`config.mk`:
```
export PLATFORM = sky130hd
export DESIGN_NAME = ga20_rom_arbiter
export DESIGN_NICKNAME = d
export VERILOG_FILES = /design/src/rtl/ga20_rom_arbiter.sv
export SDC_FILE = /design/constraint.sdc
export NUM_CORES = 1
export LEC_CHECK = 0
export CAP_MARGIN = 20
export CORE_ASPECT_RATIO = 1.5
export CORE_MARGIN = 2
export CORE_UTILIZATION = 50
export DETAILED_ROUTE_END_ITERATION = 7
export GPL_TIMING_DRIVEN = 0
export PLACE_DENSITY_LB_ADDON = 0.05
export RECOVER_POWER = 100
export SLEW_MARGIN = 20
export SYNTH_ARGS = -nofsm -noshare
export SYNTH_HDL_FRONTEND = slang
export SYNTH_SLANG_ARGS = --single-unit
```
`constraint.sdc`:
```
create_clock -name clk_i -period 2.7 [get_ports clk_i]
set_clock_uncertainty 0.2 [all_clocks]
set_input_delay 0.405 -clock clk_i [delete_from_list [all_inputs] [get_ports clk_i]]
set_output_delay 0.405 -clock clk_i [all_outputs]
set_load 0.01 [all_outputs]
```
`src/rtl/ga20_rom_arbiter.sv`:
```
// Two-requester arbiter for the shared 16-bit GA20 sample ROM port.
// The GA20 fetcher and the sound CPU each have a one-word hit buffer in front of the shared port.
module ga20_rom_arbiter #(
  parameter int ADDR_W = 20,
  parameter bit HIT_EN = 1'b1
) (
  input  logic              clk_i,
  input  logic              reset_n_i,
  input  logic              snd_rd_i,
  input  logic [ADDR_W-1:0] snd_addr_i,
  output logic [7:0]        snd_data_o,
  output logic              snd_valid_o,
  input  logic              cpu_rd_i,
  input  logic [ADDR_W-1:0] cpu_addr_i,
  output logic [7:0]        cpu_data_o,
  output logic              cpu_valid_o,
  output logic              mem_req_o,
  output logic [ADDR_W-2:0] mem_addr_o,
  input  logic              mem_ack_i,
  input  logic [15:0]       mem_data_i
);

  localparam int TW = ADDR_W - 1;

  typedef enum logic [1:0] {IDLE, ISSUE, WAIT} state_e;

  state_e            state_q;
  logic              grant_q;
  logic              last_snd_q;
  logic              stale_q;
  logic              mem_req_q;
  logic [TW-1:0]     mem_addr_q;
  logic [ADDR_W-1:0] req_addr_q [2];
  logic [1:0]        pend_q;
  logic [1:0]        bvalid_q;
  logic [1:0]        valid_q;
  logic [TW-1:0]     tag_q [2];
  logic [15:0]       word_q [2];
  logic [7:0]        data_q [2];

  logic [1:0]        rd;
  logic [ADDR_W-1:0] addr [2];
  logic              ack_fire;
  logic              win_rd;
  logic              stale_now;
  logic              pick_cpu;
  logic [1:0]        ack_x;
  logic [1:0]        hit;
  logic [15:0]       eff_word [2];

  function automatic logic [7:0] sel_byte(input logic [15:0] w, input logic odd);
    return odd ? w[15:8] : w[7:0];
  endfunction

  // Index 0 is the GA20 fetcher, index 1 the CPU. A read arriving with the
  // ack for its own requester is looked up against the word being filled.
  always_comb begin
    rd        = {cpu_rd_i, snd_rd_i};
    addr[0]   = snd_addr_i;
    addr[1]   = cpu_addr_i;
    ack_fire  = (state_q == WAIT) && mem_ack_i;
    win_rd    = grant_q ? cpu_rd_i : snd_rd_i;
    stale_now = stale_q || win_rd;
    pick_cpu  = pend_q[1] && (!pend_q[0] || last_snd_q);
    for (int i = 0; i < 2; i++) begin
      ack_x[i]    = ack_fire && (grant_q == (i == 1));
      eff_word[i] = ack_x[i] ? mem_data_i : word_q[i];
      hit[i]      = HIT_EN && (ack_x[i] || bvalid_q[i]) &&
                    ((ack_x[i] ? mem_addr_q : tag_q[i]) == addr[i][ADDR_W-1:1]);
    end
  end

  always_ff @(posedge clk_i or negedge reset_n_i) begin
    if (!reset_n_i) begin
      state_q    <= IDLE;
      grant_q    <= 1'b0;
      last_snd_q <= 1'b0;
      stale_q    <= 1'b0;
      mem_req_q  <= 1'b0;
      mem_addr_q <= '0;
      pend_q     <= '0;
      bvalid_q   <= '0;
      valid_q    <= '0;
      for (int i = 0; i < 2; i++) begin
        req_addr_q[i] <= '0;
        tag_q[i]      <= '0;
        word_q[i]     <= '0;
        data_q[i]     <= '0;
      end
    end else begin
      case (state_q)
        IDLE: begin
          if (pend_q != 2'b00) begin
            grant_q    <= pick_cpu;
            last_snd_q <= !pick_cpu;
            state_q    <= ISSUE;
          end
        end
        ISSUE: begin
          mem_req_q  <= 1'b1;
          mem_addr_q <= req_addr_q[grant_q][ADDR_W-1:1];
          stale_q    <= win_rd;
          state_q    <= WAIT;
        end
        WAIT: begin
          if (mem_ack_i) begin
            mem_req_q <= 1'b0;
            state_q   <= IDLE;
          end else begin
            stale_q <= stale_q || win_rd;
          end
        end
        default: state_q <= IDLE;
      endcase

      // A stale ack still fills the buffer but leaves pend set so the newer address is fetched.
      for (int i = 0; i < 2; i++) begin
        if (ack_x[i]) begin
          tag_q[i]    <= mem_addr_q;
          word_q[i]   <= mem_data_i;
          bvalid_q[i] <= 1'b1;
        end
        if (rd[i]) begin
          req_addr_q[i] <= addr[i];
          if (hit[i]) begin
            data_q[i]  <= sel_byte(eff_word[i], addr[i][0]);
            valid_q[i] <= 1'b1;
            pend_q[i]  <= 1'b0;
          end else begin
            valid_q[i] <= 1'b0;
            pend_q[i]  <= 1'b1;
          end
        end else if (ack_x[i] && !stale_now) begin
          data_q[i]  <= sel_byte(mem_data_i, req_addr_q[i][0]);
          valid_q[i] <= 1'b1;
          pend_q[i]  <= 1'b0;
        end
      end
    end
  end

  assign snd_data_o  = data_q[0];
  assign snd_valid_o = valid_q[0];
  assign cpu_data_o  = data_q[1];
  assign cpu_valid_o = valid_q[1];
  assign mem_req_o   = mem_req_q;
  assign mem_addr_o  = mem_addr_q;

endmodule
```
==> results.txt <==
The flow ran to the end, but the final reports show violations. The final reports fail on negative setup slack. The worst voltage drop across the vdd grid is 0.000506 V. The endpoint of the worst-slack reg-to-reg timing path is cpu_data_o[4]. The initial antenna violation count was 0.

The number of clock buffers added by TritonCTS is 17. The count of clock tree sinks is 157. Leaving out fill and tap cells, the most frequent cells in the layout are 155 x sky130_fd_sc_hd__dfrtp_1, 114 x sky130_fd_sc_hd__nand2_1, 75 x sky130_fd_sc_hd__mux2_2. The worst setup path is launched from a flop. The required time at the worst-slack endpoint is 2.81 ns. The overall via count from detail_route is 5651.

In this run the mean area of a mapped cell was 11.1 sq um. The floorplan row count came out at 54. The overall global routing resource usage is 0.272. The post-layout instance count excluding filler cells is 1014. The core area is 0.0146 sq mm.

Once detail routing completed, the nets flagged for antenna violations numbered 0. Walking the worst path, the cells encountered are nand4b_1 > buf_6 > clkbuf_1 > buf_6 > mux2i_4 > nor2_1 > or3_4 > a2111oi_4 > o21bai_4 > mux2_4. Once routing completed, OpenROAD measured the worst setup slack at -0.305 ns. The cell depth of the worst hold path came out at 1. The final net count came out at 866. The relative slew slack came out at 0.108.

The number of buffers on the longest clock path is 2. The worst setup path is captured at a flop. The number of design-rule violations left by the first detailed-router iteration is 296. The number of top-level design ports came out at 99.

In this run the cell area measured after placement is 0.00873 sq mm. The post-CTS clock slew at the launch and capture registers of the worst setup and hold paths is 0.07 ns. The number of library cell types mapped by synthesis came out at 57.

In this run the power density over the cells is 1010 mW/mm^2. The post-synthesis instance area came out at 0.00747 sq mm. Including well taps, the total number of placed cells is 967. After synthesis, the share of flip-flops with an asynchronous set or reset is 1.00.

The depth of the most critical reg-to-reg path came out at 10. The wire-length estimate of the detail-placed layout is 15200 microns. For the worst-skew pair, the clock arrives at the later sink with an insertion delay of 0.43 ns. For hold timing, the worst endpoint is bvalid_q[1]. The die outline width came out at 104 microns. The fmax came out at 0.333 GHz. The reg-to-reg setup timing slack is -0.30 ns. The hold path startpoint is bvalid_q[1]. Entering global routing, the biggest net connects 99 pins.

After detailed routing, the average wire length per cell comes to 20.7 microns. The highest net fanout along the worst path came out at 8. The first-pass iteration count of the detailed router came out at 5. The clock tree root driver cell is sky130_fd_sc_hd__clkbuf_16. Among all stages on the critical path, the largest delay is contributed by sky130_fd_sc_hd__dfrtp_2. The startpoint identified for the worst register-to-register timing path is state_q[1]. After routing the design area is 0.00957 sq mm.

The delay of the slowest cell on the worst path came out at 0.43 ns. The critical path in this run is classified as flop to flop. The worst hold path belongs to the class flop to flop. The max-cap check violation count came out at 0.

The final hold violation count is 0. The number of global-route vias before repair was 5909. The die footprint is 0.0160 sq mm. The residual DRC count is 0. The period utilization came out at 1.11. For this run, the leading register cell type out of synthesis is sky130_fd_sc_hd__dfrtp_1. The growth of design area from synthesis to finish is 28.1%.

The effective utilization at floorplan came out at 0.512. The post-route setup TNS is -4.89 ns. The critical path arrival came out at 3.11 ns. The post-detailed-routing wire length is 21000 microns. The library cell used most frequently in the layout, excluding fill and tap cells, is sky130_fd_sc_hd__dfrtp_1. The H-tree generated during clock tree synthesis spans 4 levels.

In the routed layout, each cell is associated on average with a via count of 5.57. The TritonCTS clock tree is done. The gate count of the mapped netlist came out at 674. Setup repair after global routing could not meet its margin everywhere. Setup violations remaining at the end of the flow were counted as 21. The antenna diode count is 0. Buffers placed on the I/O ports in this run total 96. The number of register bits inferred by synthesis came out at 157.

The post-synthesis net count came out at 735. The tightest hold path in the finished design has a slack of 0.266 ns. The post-layout minimum cycle time is 3.00 ns.

Routability-driven placement finished with a final weighted congestion of 0.939. The global-route congestion overflow total is 0. The first-pass GRT wire length came out at 33200 microns. The count of final max-slew check failures came out at 0. By instance count, the cell type seen most on the critical path is sky130_fd_sc_hd__buf_6. The sequential cell area fraction in the yosys report is 0.526. The slew at the pin closest to its max-slew limit came out at 1.34 ns. In the final layout, the share of cells above drive strength 1 is 0.194.

The number of enable-type register cells in the synthesized netlist is 0. In this run the static leakage power is 0.00437 uW. During synthesis, Yosys emitted a total of 0 warnings. The chip height came out at 154 microns.

The overall power consumption came out at 9630 uW.
[state kept, by name, indices dropped and copies added (netlist names)]
| signal | flops |
|---|---|
| last_snd_q | 1 |
| stale_q | 1 |
| state_q | 2 |
| req_addr_q | 40 |
| tag_q | 38 |
| cpu_data_o | 8 |
| word_q | 32 |
| grant_q | 1 |
| mem_req_o | 1 |
| snd_data_o | 8 |
| pend_q | 2 |
| mem_addr_o | 19 |
| valid_q | 2 |
| bvalid_q | 2 |
[through the flow]
step / worst slack, ns / util
after floorplan: -0.148 / -
after global placement: -5.21 / 0.596
after detailed placement: -1.01 / 0.598
after CTS: -0.253 / 0.658
after global routing: -0.393 / 0.656
final: -0.305 / 0.656
[what timing repair did]
action / in CTS / in global routing
setup buffers: 14 / 0
setup endpoints to repair: 21 / 21
gates resized for setup: 30 / 8
pin swaps: 13 / 4
hold buffers: 1 / 0
endpoints found under the hold margin: 97 / 0
gates cloned: 1 / 0
[power breakdown]
part           switching [uW]  leakage (uW)  total [uW]  internal (uW)
logic                    1600       0.00216        3200           1600
clock network            1000      0.000293        2580           1580
registers                 674       0.00191        3850           3180
total                    3270       0.00437        9630           6360
[cell type report]
| class | instances | area, sq um |
|---|---|---|
| Clock buffer | 20 | 447 |
| Multi-Input combinational cell | 448 | 3370 |
| Sequential cell | 157 | 3930 |
| Tap cell | 196 | 245 |
| Inverter | 38 | 143 |
| Timing Repair Buffer | 113 | 1080 |
| Fill cell | 1186 | 5020 |
| Clock inverter | 12 | 185 |
| Buffer | 30 | 164 |
[logic make-up (layout without fill, tap and decap cells)]
logic type | count (synthesis) | count (layout) | share of synthesized area
and+or+nand+nor | 193 | 193 | 0.113
DFF | 157 | 157 | 0.526
muxes | 131 | 131 | 0.198
AOI/OAI and AO/OA | 92 | 92 | 0.0881
buffers and inverters | 69 | 213 | 0.0378
xor gates and xnor gates | 32 | 32 | 0.0375
[how the worst max path moves through the flow]
stage / depth (start not counted) / slack (ns) / endpoint / from
floorplan: 10 / -0.15 / snd_data_o[0] / grant_q
CTS: 9 / -0.25 / snd_data_o[6] / state_q[0]
detailed placement: 10 / -1.01 / cpu_data_o[0] / mem_ack_i
global route: 10 / -0.39 / cpu_data_o[4] / state_q[0]
global placement: 1 / -5.21 / req_addr_q[27] / reset_n_i
finish: 10 / -0.30 / cpu_data_o[4] / state_q[1]
[cell usage after synthesis (4+ instances only)]
cell type	count	area share
sky130_fd_sc_hd__nor2_1	40	0.020
sky130_fd_sc_hd__o31ai_1	17	0.017
sky130_fd_sc_hd__buf_2	4	0.0027
sky130_fd_sc_hd__mux2i_1	26	0.035
sky130_fd_sc_hd__a21oi_1	5	0.0033
sky130_fd_sc_hd__xnor2_1	13	0.015
sky130_fd_sc_hd__nand2_1	114	0.057
sky130_fd_sc_hd__buf_1	8	0.0040
sky130_fd_sc_hd__nor3_1	5	0.0033
sky130_fd_sc_hd__mux2_2	88	0.13
sky130_fd_sc_hd__mux2_1	7	0.011
sky130_fd_sc_hd__o22ai_1	7	0.0059
sky130_fd_sc_hd__inv_1	36	0.018
sky130_fd_sc_hd__xor2_1	19	0.022
sky130_fd_sc_hd__o21ai_0	28	0.019
sky130_fd_sc_hd__mux2_4	10	0.020
sky130_fd_sc_hd__dfrtp_1	157	0.53
sky130_fd_sc_hd__a221oi_1	4	0.0047
sky130_fd_sc_hd__nand2b_1	13	0.011
sky130_fd_sc_hd__clkbuf_1	16	0.0080
[worst max-delay path, delay by kind of cell (launching register included)]
family / cells / cell delay [ns]
simple gates: 3 / 0.62
compound gates: 2 / 0.52
flops: 1 / 0.43
mux: 2 / 0.55
buf+inv: 3 / 0.55
[per-layer routing]
metal,vias to the layer above,part of all wire,GRT usage,wire (microns)
met4,0,0.038,0.129,788
met5,-,0,0,0
li1,2579,-,-,-
met1,2858,0.39,0.312,8160
met3,43,0.037,0.0492,777
met2,171,0.54,0.487,11300
Note: power is estimated with default switching activity, not from simulation.
